**src/rtl/rr_grant_arbiter_if.sv**
```systemverilog
// Request/grant bundle between the requesting clients and the round-robin arbiter.
// The end-of-tenure strobe is named grant_release because `release` is a reserved word.
interface rr_grant_arbiter_if #(
    parameter int N = 8
);
    localparam int IDX_W = (N > 1) ? $clog2(N) : 1;

    logic [N-1:0]     req;
    logic             grant_release;
    logic [N-1:0]     grant;
    logic [IDX_W-1:0] grant_idx;
    logic             busy;
    logic             timeout;

    modport master (
        output req,
        output grant_release,
        input  grant,
        input  grant_idx,
        input  busy,
        input  timeout
    );

    modport slave (
        input  req,
        input  grant_release,
        output grant,
        output grant_idx,
        output busy,
        output timeout
    );
endinterface

```
**src/rtl/rr_grant_arbiter.sv**
```systemverilog
// Registered round-robin arbiter: rotating-mask find-first-one winner selection
// plus a grant-hold FSM with release, withdrawal and hold-budget handover.
module rr_grant_arbiter #(
    parameter int N        = 8,
    parameter int MAX_HOLD = 16,
    parameter int CNT_W    = 16
) (
    input  logic              clk,
    input  logic              rst_n,
    rr_grant_arbiter_if.slave bus
);
    localparam int IDX_W = (N > 1) ? $clog2(N) : 1;

    typedef enum logic {
        IDLE  = 1'b0,
        GRANT = 1'b1
    } state_t;

    state_t           state_q, state_d;
    logic [N-1:0]     grant_q, grant_d;
    logic [IDX_W-1:0] idx_q, idx_d;
    logic [IDX_W-1:0] ptr_q, ptr_d;
    logic [CNT_W-1:0] hold_q, hold_d;
    logic             timeout_q, timeout_d;

    logic [IDX_W-1:0] arb_ptr;
    logic [N-1:0]     mask;
    logic [N-1:0]     hi;
    logic [IDX_W-1:0] winner_idx;
    logic [N-1:0]     winner_oh;
    logic             hold_lim;
    logic             withdrew;
    logic             end_t;

    function automatic logic [IDX_W-1:0] ffo_idx(input logic [N-1:0] v);
        ffo_idx = '0;
        for (int i = N - 1; i >= 0; i--) begin
            if (v[i]) ffo_idx = IDX_W'(i);
        end
    endfunction

    assign hold_lim = (MAX_HOLD != 0) && (hold_q == CNT_W'(MAX_HOLD - 1));
    assign withdrew = !bus.req[idx_q];
    assign end_t    = (state_q == GRANT) && (bus.grant_release || withdrew || hold_lim);

    // On handover the outgoing grantee becomes the new pointer in the same cycle
    assign arb_ptr = end_t ? idx_q : ptr_q;

    always_comb begin
        mask = '0;
        for (int i = 0; i < N; i++) begin
            mask[i] = (i > int'(arb_ptr));
        end
    end

    assign hi         = bus.req & mask;
    assign winner_idx = (|hi) ? ffo_idx(hi) : ffo_idx(bus.req);

    always_comb begin
        winner_oh             = '0;
        winner_oh[winner_idx] = 1'b1;
    end

    always_comb begin
        state_d   = state_q;
        grant_d   = grant_q;
        idx_d     = idx_q;
        ptr_d     = ptr_q;
        hold_d    = hold_q;
        timeout_d = 1'b0;
        case (state_q)
            IDLE: begin
                if (|bus.req) begin
                    grant_d = winner_oh;
                    idx_d   = winner_idx;
                    hold_d  = '0;
                    state_d = GRANT;
                end
            end
            GRANT: begin
                if (!end_t) begin
                    hold_d = hold_q + CNT_W'(1);
                end else begin
                    ptr_d     = idx_q;
                    timeout_d = hold_lim && !bus.grant_release && !withdrew;
                    hold_d    = '0;
                    if (|bus.req) begin
                        grant_d = winner_oh;
                        idx_d   = winner_idx;
                    end else begin
                        grant_d = '0;
                        state_d = IDLE;
                    end
                end
            end
            default: state_d = IDLE;
        endcase
    end

    // State and output registers
    always_ff @(posedge clk or negedge rst_n) begin
        if (!rst_n) begin
            state_q   <= IDLE;
            grant_q   <= '0;
            idx_q     <= '0;
            ptr_q     <= IDX_W'(N - 1);
            hold_q    <= '0;
            timeout_q <= 1'b0;
        end else begin
            state_q   <= state_d;
            grant_q   <= grant_d;
            idx_q     <= idx_d;
            ptr_q     <= ptr_d;
            hold_q    <= hold_d;
            timeout_q <= timeout_d;
        end
    end

    assign bus.grant     = grant_q;
    assign bus.grant_idx = idx_q;
    assign bus.busy      = (state_q == GRANT);
    assign bus.timeout   = timeout_q;
endmodule

```
**src/flat_wrapper.sv**
```systemverilog
// flat-port wrapper written by rule: the top's interface ports become plain ports
module rr_grant_arbiter_flat 
#(
    parameter int N        = 8,
    parameter int MAX_HOLD = 16,
    parameter int CNT_W    = 16
)
  (clk, rst_n, bus_req, bus_grant_release, bus_grant, bus_grant_idx, bus_busy, bus_timeout);
  rr_grant_arbiter_if #(.N(N)) bus_i ();
  input  logic clk;
  input  logic rst_n;
  input wire logic [$bits(bus_i.req)-1:0] bus_req;
  input wire logic [$bits(bus_i.grant_release)-1:0] bus_grant_release;
  output wire logic [$bits(bus_i.grant)-1:0] bus_grant;
  output wire logic [$bits(bus_i.grant_idx)-1:0] bus_grant_idx;
  output wire logic [$bits(bus_i.busy)-1:0] bus_busy;
  output wire logic [$bits(bus_i.timeout)-1:0] bus_timeout;
  assign bus_i.req = bus_req;
  assign bus_i.grant_release = bus_grant_release;
  assign bus_grant = bus_i.grant;
  assign bus_grant_idx = bus_i.grant_idx;
  assign bus_busy = bus_i.busy;
  assign bus_timeout = bus_i.timeout;
  rr_grant_arbiter #(.N(N), .MAX_HOLD(MAX_HOLD), .CNT_W(CNT_W)) u_core (.clk(clk), .rst_n(rst_n), .bus(bus_i));
endmodule
```
**config.mk**
```make
export PLATFORM = sky130hd
export DESIGN_NAME = rr_grant_arbiter_flat
export DESIGN_NICKNAME = d
export VERILOG_FILES = /design/src/rtl/rr_grant_arbiter_if.sv /design/src/rtl/rr_grant_arbiter.sv /design/src/flat_wrapper.sv
export SDC_FILE = /design/constraint.sdc
export NUM_CORES = 1
export LEC_CHECK = 0
export BUFFER_PORTS_ARGS = -buffer_cell sky130_fd_sc_hd__buf_2
export CAP_MARGIN = 20
export CORE_UTILIZATION = 55
export DETAILED_ROUTE_END_ITERATION = 16
export PLACE_DENSITY = 0.83
export SYNTH_ARGS = -nofsm -noshare
export SYNTH_HDL_FRONTEND = slang
export SYNTH_SLANG_ARGS = --single-unit
```
**constraint.sdc**
```tcl
create_clock -name clk -period 3.9 [get_ports clk]
set_input_delay 0.585 -clock clk [delete_from_list [all_inputs] [get_ports clk]]
set_output_delay 0.585 -clock clk [all_outputs]
set_load 0.1 [all_outputs]
```
Yosys cells after proc, flatten, opt, wreduce, memory -nomap -nowiden

Cells that the tools add are included.
Widths: inputs -> output; s select.

Logic and storage cells: 70
Register bits after elaboration: 32
Input bits: 11

Reductions and logical operators: 11
Add/subtract/negate cells: 1
Magnitude comparators: 10
Equal/unequal tests: 3
Bitwise logic cells: 2
Multiplexer cells: 37

Operator list:

| operator              | count |
|---|---|
| $mux 3                | 20 |
| $mux 16               | 2 |
| $pmux 16 s2           | 1 |
| $mux 8                | 3 |
| $add 16x1->16 const B | 1 |
| $eq 16x4->1 const B   | 1 |
| $pmux 8 s2            | 1 |
| $reduce_or 8->1       | 2 |
| $gt 3x3->1 const A    | 4 |
| $and 8x8->8           | 1 |
| $lt 3x4->1 const B    | 2 |
| $gt 2x3->1 const A    | 2 |
| $mux 1                | 6 |
| $pmux 3 s2            | 1 |
| $logic_and 1x1->1     | 4 |
| $bmux 1 s3            | 1 |
| $demux 1 s3           | 1 |
| $ge 3x1->1 const B    | 1 |
| $gt 1x3->1 const A    | 1 |
| $logic_not 1->1       | 2 |
| $logic_or 1x1->1      | 2 |
| $ne 2x1->1 const B    | 1 |
| $ne 2x2->1 const B    | 1 |
| $pmux 1 s2            | 1 |
| other kinds (2)       | 2 |

Longest topological paths before layout

Depth after elaboration: 25
Depth in mapped cells: 10
Mapped depth without buffers: 9

Least setup slack after synthesis

No wires, ideal clock.

Path kind: register to register
From: register u_core.idx_q[0] (netlist: u_core.bus.grant_idx[0])
To: register u_core.idx_q[0] (netlist: u_core.bus.grant_idx[0])
Slack: 0.518 ns
Data arrival time: 3.258 ns
Cell stages (with the launch flop): 11
Data required time: 3.775 ns
Setup time: 0.125 ns
Cell sequence: dfrtp_1 -> buf_6 -> mux2i_1 -> a221o_1 -> buf_6 -> o31ai_4 -> mux2_2 -> a32o_1 -> o22ai_1 -> a32oi_4 -> mux2_2

Longest elaborated chain between the ends: 21
Elaborated cells between the ends (all ways): 29
Those cells by class: order compare: 7; eq/ne: 1; mux: 15; bitwise: 1; reduce/logical: 5

Ends and longest elaborated chain:

| element                       | RTL line                                       | text |
|---|---|---|
| from (decl)                   | rr_grant_arbiter.sv:21                         | `logic [IDX_W-1:0] idx_q, idx_d;` |
| from (signal assigned)        | rr_grant_arbiter.sv:112                        | `idx_q <= idx_d;` |
| $bmux 1 s3                    | rr_grant_arbiter.sv:43                         | `assign withdrew = !bus.req[idx_q];` |
| $mux 1 (implied by the code)  | rr_grant_arbiter.sv:43                         |  |
| $logic_not 1->1               | rr_grant_arbiter.sv:43                         |  |
| $logic_or 1x1->1 (2 in a row) | rr_grant_arbiter.sv:44                         | `assign end_t = (state_q == GRANT) && (bus.grant_release \|\| withdrew \|\| hold_lim);` |
| $logic_and 1x1->1             | rr_grant_arbiter.sv:44                         |  |
| $mux 3                        | rr_grant_arbiter.sv:47                         | `assign arb_ptr = end_t ? idx_q : ptr_q;` |
| $gt 3x3->1                    | rr_grant_arbiter.sv:52                         | `mask[i] = (i > int'(arb_ptr));` |
| $and 8x8->8                   | rr_grant_arbiter.sv:56                         | `assign hi = bus.req & mask;` |
| $mux 3 (8 in a row)           | rr_grant_arbiter.sv:38                         | `if (v[i]) ffo_idx = IDX_W'(i);` |
| $mux 3                        | rr_grant_arbiter.sv:57                         | `assign winner_idx = (\|hi) ? ffo_idx(hi) : ffo_idx(bus.req);` |
| $mux 3                        | rr_grant_arbiter.sv:73, rr_grant_arbiter.sv:87 |  |
| $mux 3                        | rr_grant_arbiter.sv:81                         | `if (!end_t) begin` |
| $pmux 3 s2                    | rr_grant_arbiter.sv:71                         | `case (state_q)` |

Several ways; a longest one is shown, not always the timed one. The select of a mux whose other input is x is not followed.
A chain may end at the register's enable or synchronous reset.

Worst setup path in the final report

From: register u_core.idx_q[0] (netlist: u_core.bus.grant_idx[0])
To: register u_core.grant_q[0] (netlist: u_core.bus.grant[0])

Longest elaborated chain between the ends: 25
Elaborated cells between the ends (all ways): 36
Those cells by class: order compare: 9; eq/ne: 1; mux: 18; bitwise: 1; reduce/logical: 7

Ends and longest elaborated chain:

| element                                                               | RTL line                | text |
|---|---|---|
| $bmux 1 s3                                                            | rr_grant_arbiter.sv:43  |  |
| $mux 1 (implied by the code)                                          | rr_grant_arbiter.sv:43  |  |
| $logic_not 1->1                                                       | rr_grant_arbiter.sv:43  |  |
| $logic_or 1x1->1 (2 in a row)                                         | rr_grant_arbiter.sv:44  |  |
| $logic_and 1x1->1                                                     | rr_grant_arbiter.sv:44  |  |
| $mux 3                                                                | rr_grant_arbiter.sv:47  |  |
| $gt 3x3->1                                                            | rr_grant_arbiter.sv:52  |  |
| $and 8x8->8                                                           | rr_grant_arbiter.sv:56  |  |
| $mux 3 (8 in a row)                                                   | rr_grant_arbiter.sv:38  |  |
| $mux 3                                                                | rr_grant_arbiter.sv:57  |  |
| $lt 3x4->1 (implied by the code) / $ge 3x1->1 (equally long branches) | rr_grant_arbiter.sv:61  | `winner_oh[winner_idx] = 1'b1;` |
| $logic_and 1x1->1 (implied by the code)                               | rr_grant_arbiter.sv:61  |  |
| $mux 1 (implied by the code)                                          | rr_grant_arbiter.sv:61  |  |
| $demux 1 s3                                                           | -                       |  |
| $mux 8                                                                | rr_grant_arbiter.sv:87  | `if (\|bus.req) begin` |
| $mux 8                                                                | rr_grant_arbiter.sv:81  |  |
| $pmux 8 s2                                                            | rr_grant_arbiter.sv:71  |  |
| to (signal assigned)                                                  | rr_grant_arbiter.sv:111 | `grant_q <= grant_d;` |
| to (decl)                                                             | rr_grant_arbiter.sv:20  | `logic [N-1:0] grant_q, grant_d;` |

Several ways; a longest one is shown, not always the timed one. The select of a mux whose other input is x is not followed.

==> results.txt <==
The number of warnings printed during yosys synthesis came out at 0. The number of max-slew violations in the final report came out at 0. The routed design has 4.93 mm of wire. The cell area that synthesis handed to floorplanning was between 0.002 and 0.0025 sq mm.

The power density of the placed cells came out at roughly 800 mW/mm^2. The initial antenna violation count is 0. The cell at the root of the clock tree is sky130_fd_sc_hd__clkbuf_8.

The worst-case IR drop observed on VDD is slightly below 600 uV. The number of antenna repair diodes came out at 0. The post-route DRC violation count is 0.

The number of instances in the synthesized netlist is roughly 230. The detail-routed via count per cell came out at 6.40. The final estimated routing congestion in global placement is 1.03. The part of the Yosys area used for sequential elements is 38.6%.

Along the worst path, the maximum fanout reaches 11. The peak per-stage delay on the critical path came out at 0.61 ns. The number of storage elements in the synthesis netlist is 32. The slew at the pin with the worst max-slew slack came out at 0.692 ns. The average wire length per cell after detail routing is between 15 and 20 microns. Across the routed clock network, the largest skew measured is 0.00608 ns. The floorplan step defined a die boundary enclosing approximately 0.004 sq mm.

The remaining max-slew budget at the tightest pin came out at 53.9%. Setup repair after global routing left no endpoint under its margin. The area growth from synthesis to layout came out at 11.0%. Of the available clock period, the critical path in the final layout requires between 80% and 90%. The setup total negative slack is 0 ns. The via count of the first global-routing pass is 1740. The number of enable flip-flop cells after synthesis came out at 0.

The final global-route overflow total came out at 0. The power share of the combinational group is 58.5%. The pin count of the biggest net entering global routing is 33. The worst setup path is of the reg2reg kind. The global-route wire length before repair came out at approximately 8.3 mm.

The antenna violation net count after detailed routing came out at 0. The summed area of non-filler cells in the final layout came out at 0.00231 sq mm. After clock tree synthesis, the setup repair step added 0 buffers. The reported leakage power came out at between 1 and 1.5 nW.

Across every metal layer, demand over resource in global routing totals between 20% and 30%. The placement-stage cell area is 0.00222 sq mm. The clock tree synthesis step divided the H-tree into 2 levels. The highest clock rate is 311 MHz. In this run the deepest clock path goes through 2 buffers. The sequential fraction of design power is between 20% and 30%. The kind of cell adding the most delay to the critical path is compound AO/OA/AOI/OAI gates. In this run the worst hold path is classified as in2async.

The count of buffer and inverter cells on the critical path is 0. The type of element launching the critical path is a flip-flop. The mean cell area of the mapped netlist came out at 9.10 sq um. The internal power of the cells came out at 887 uW.

Leaving out fill and tap cells, the most frequent cell in the layout is sky130_fd_sc_hd__nand2_1. The proportion of power drawn by the clock network is 13.8%. The core utilization of the finished layout came out at about two thirds. Tracing the worst setup path back leads to its startpoint at u_core.bus.grant_idx[0]. The detailed router's first-iteration violation count came out at ~150. The post-synthesis net count came out at 241. Once the clock tree was built, the resizer swapped 0 gates to a different size. The unique cell type count in the Yosys netlist came out at 55. The total iterations of the first detailed-routing run came out at 4. In the layout the commonest cells are sky130_fd_sc_hd__nand2_1, sky130_fd_sc_hd__dfrtp_1, sky130_fd_sc_hd__buf_2, sky130_fd_sc_hd__o21ai_0, sky130_fd_sc_hd__nor2_1. The core region is 0.00347 sq mm. The highest-delay cell along the critical path is sky130_fd_sc_hd__dfrtp_1. Summed over all nets, the switching power comes to about 960 uW.

The floorplan die height is 63.5 microns. The number of clock sinks came out at 32. The number of hold-repair buffers added at the cts stage came out at 0.

The signal on the critical path passes through mux2i_1, a221o_1, o31a_1, nor4_1, o311ai_2, a21oi_2, a32oi_4, o41ai_2. The flow ran to the end, and the final reports show no timing, DRC or antenna violations. The wire-length estimate of the detail-placed layout is 3.53 mm. Cells with a size suffix above 1 make up 18.9% of the layout. Excluding fillers, the count of instances in the completed layout stands at 300. The worst register-to-register path begins at u_core.bus.grant_idx[0].

The final hold violation count came out at 0. The tool flagged a number of max-cap violations equal to 0. Among all flip-flop cells after synthesis, the most frequent one is sky130_fd_sc_hd__dfrtp_1. The worst setup path is captured at a flip-flop. The horizontal extent of the die came out at 63.5 microns. The number of primary I/O pins is 24.

The later pin in the worst-skew pair is clocked with a latency of 0.29 ns. The final period demand of the worst path is 3.22 ns. The switching share of power came out at 52.0%.

The row count came out at 21. TritonCTS built the clock tree. The cell total after placement is slightly below 300. The share of async-settable or async-resettable flops after synthesis came out at 100%.

The total via count after detailed routing is 1919. The total of buffers placed on input and output ports is 23. After clock tree synthesis, the clock-pin slew on the worst setup and hold paths is roughly 0.070 ns.

The required time of the worst setup path came out at 4.09 ns. The number of nets in the layout came out at 265. The final number of setup-violating endpoints came out at 0. STA puts the critical path data arrival time at 3.41 ns. The overall power after layout is 1.85 mW. The number of clock buffers added by TritonCTS is 5.

The starting utilization of the core area is 60.1%.
-- worst reg2reg max path, stage by stage, from the launching register on --
cell and delay, ns:
sky130_fd_sc_hd__dfrtp_1 0.61, sky130_fd_sc_hd__mux2i_1 0.17, sky130_fd_sc_hd__a221o_1 0.53, sky130_fd_sc_hd__o31a_1 0.35, sky130_fd_sc_hd__nor4_1 0.44, sky130_fd_sc_hd__o311ai_2 0.29
sky130_fd_sc_hd__a21oi_2 0.26, sky130_fd_sc_hd__a32oi_4 0.11, sky130_fd_sc_hd__o41ai_2 0.34
-- per-stage QoR --
stage	hold slack [ns]	setup slack (ns)
after global placement	0.464	0.752
after detailed placement	0.468	0.694
final	0.328	0.680
after floorplan	0.289	0.518
after global routing	0.394	0.474
after CTS	0.368	0.768
-- flip-flops by register name, indices dropped and copies added (netlist names) --
signal                cells
u_core.bus.busy           1
u_core.bus.grant          8
u_core.bus.grant_idx      3
u_core.bus.timeout        1
u_core.hold_q            16
u_core.ptr_q              3
-- power groups by stage --
| stage | Clock (mW) | Sequential, mW | Combinational, mW |
|---|---|---|---|
| finish | 0.256 | 0.512 | 1.08 |
| global route | 0.276 | 0.524 | 1.16 |
| floorplan | 0 | 0.704 | 0.683 |
| CTS | 0.257 | 0.508 | 1.07 |
| global placement | 0 | 0.516 | 1.06 |
| detailed placement | 0 | 0.514 | 1.07 |
-- Yosys cell counts, types with 3 or more instances --
cell / number / share of area, %
sky130_fd_sc_hd__nor4_1: 5 / 1.5
sky130_fd_sc_hd__nand3_1: 8 / 1.9
sky130_fd_sc_hd__o31a_1: 3 / 1.3
sky130_fd_sc_hd__a32o_1: 6 / 2.9
sky130_fd_sc_hd__nor2b_1: 3 / 0.90
sky130_fd_sc_hd__mux2i_1: 5 / 2.4
sky130_fd_sc_hd__dfstp_2: 3 / 3.8
sky130_fd_sc_hd__and2_1: 4 / 1.2
sky130_fd_sc_hd__o21bai_1: 3 / 1.1
sky130_fd_sc_hd__nor2_1: 15 / 2.7
sky130_fd_sc_hd__dfrtp_1: 29 / 35
sky130_fd_sc_hd__o31ai_1: 6 / 2.2
sky130_fd_sc_hd__nor3_1: 5 / 1.2
sky130_fd_sc_hd__xnor2_1: 3 / 1.3
sky130_fd_sc_hd__nand2_1: 30 / 5.4
sky130_fd_sc_hd__a21oi_1: 12 / 2.9
sky130_fd_sc_hd__xor2_1: 4 / 1.7
sky130_fd_sc_hd__and3_1: 9 / 2.7
sky130_fd_sc_hd__clkbuf_1: 4 / 0.72
sky130_fd_sc_hd__inv_1: 7 / 1.3
sky130_fd_sc_hd__a21o_1: 3 / 1.1
sky130_fd_sc_hd__mux2_2: 3 / 1.6
sky130_fd_sc_hd__o21ai_0: 18 / 4.3
-- cell type report --
class	instances	area (sq um)
flip-flops and latches	32	805
multi-input cells	182	1210
well taps	46	57.6
repair buffers	25	130
clock buffers	5	68.8
fillers	315	1160
inverters	7	26.3
clock inverters	3	18.8
-- routing by layer --
metal | up-vias | part of all wire, % | track usage (%)
met2 | 75 | 46 | 39.1
met3 | 10 | 7.1 | 7.07
li1 | 906 | - | -
met4 | 0 | 1.5 | 11.1
met5 | - | 0 | 0
met1 | 928 | 45 | 37.8
-- path summary, 6_finish.rpt --
check / slack [ns] / depth (start not counted) / endpoint
hold reg to reg: 0.49 / 2 / u_core.bus.grant[4]
setup reg to reg: 0.68 / 8 / u_core.bus.grant[0]
hold / removal: 0.33 / 1 / u_core.hold_q[4]
max in group asynchronous: 3.12 / 1 / u_core.hold_q[1]
min in group clk: 0.49 / 2 / u_core.bus.grant[4]
setup / recovery: 0.68 / 8 / u_core.bus.grant[0]
-- logic make-up after synthesis --
kind of cell	Yosys count	synth area share [%]
mux	9	5.29
compound gates	75	27.4
xor+xnor	7	2.94
buf+inv	15	3.48
fa+ha+maj	1	0.601
simple gates	90	21.6
flops	32	38.6
No activity file was read; power rests on OpenSTA's default activity.
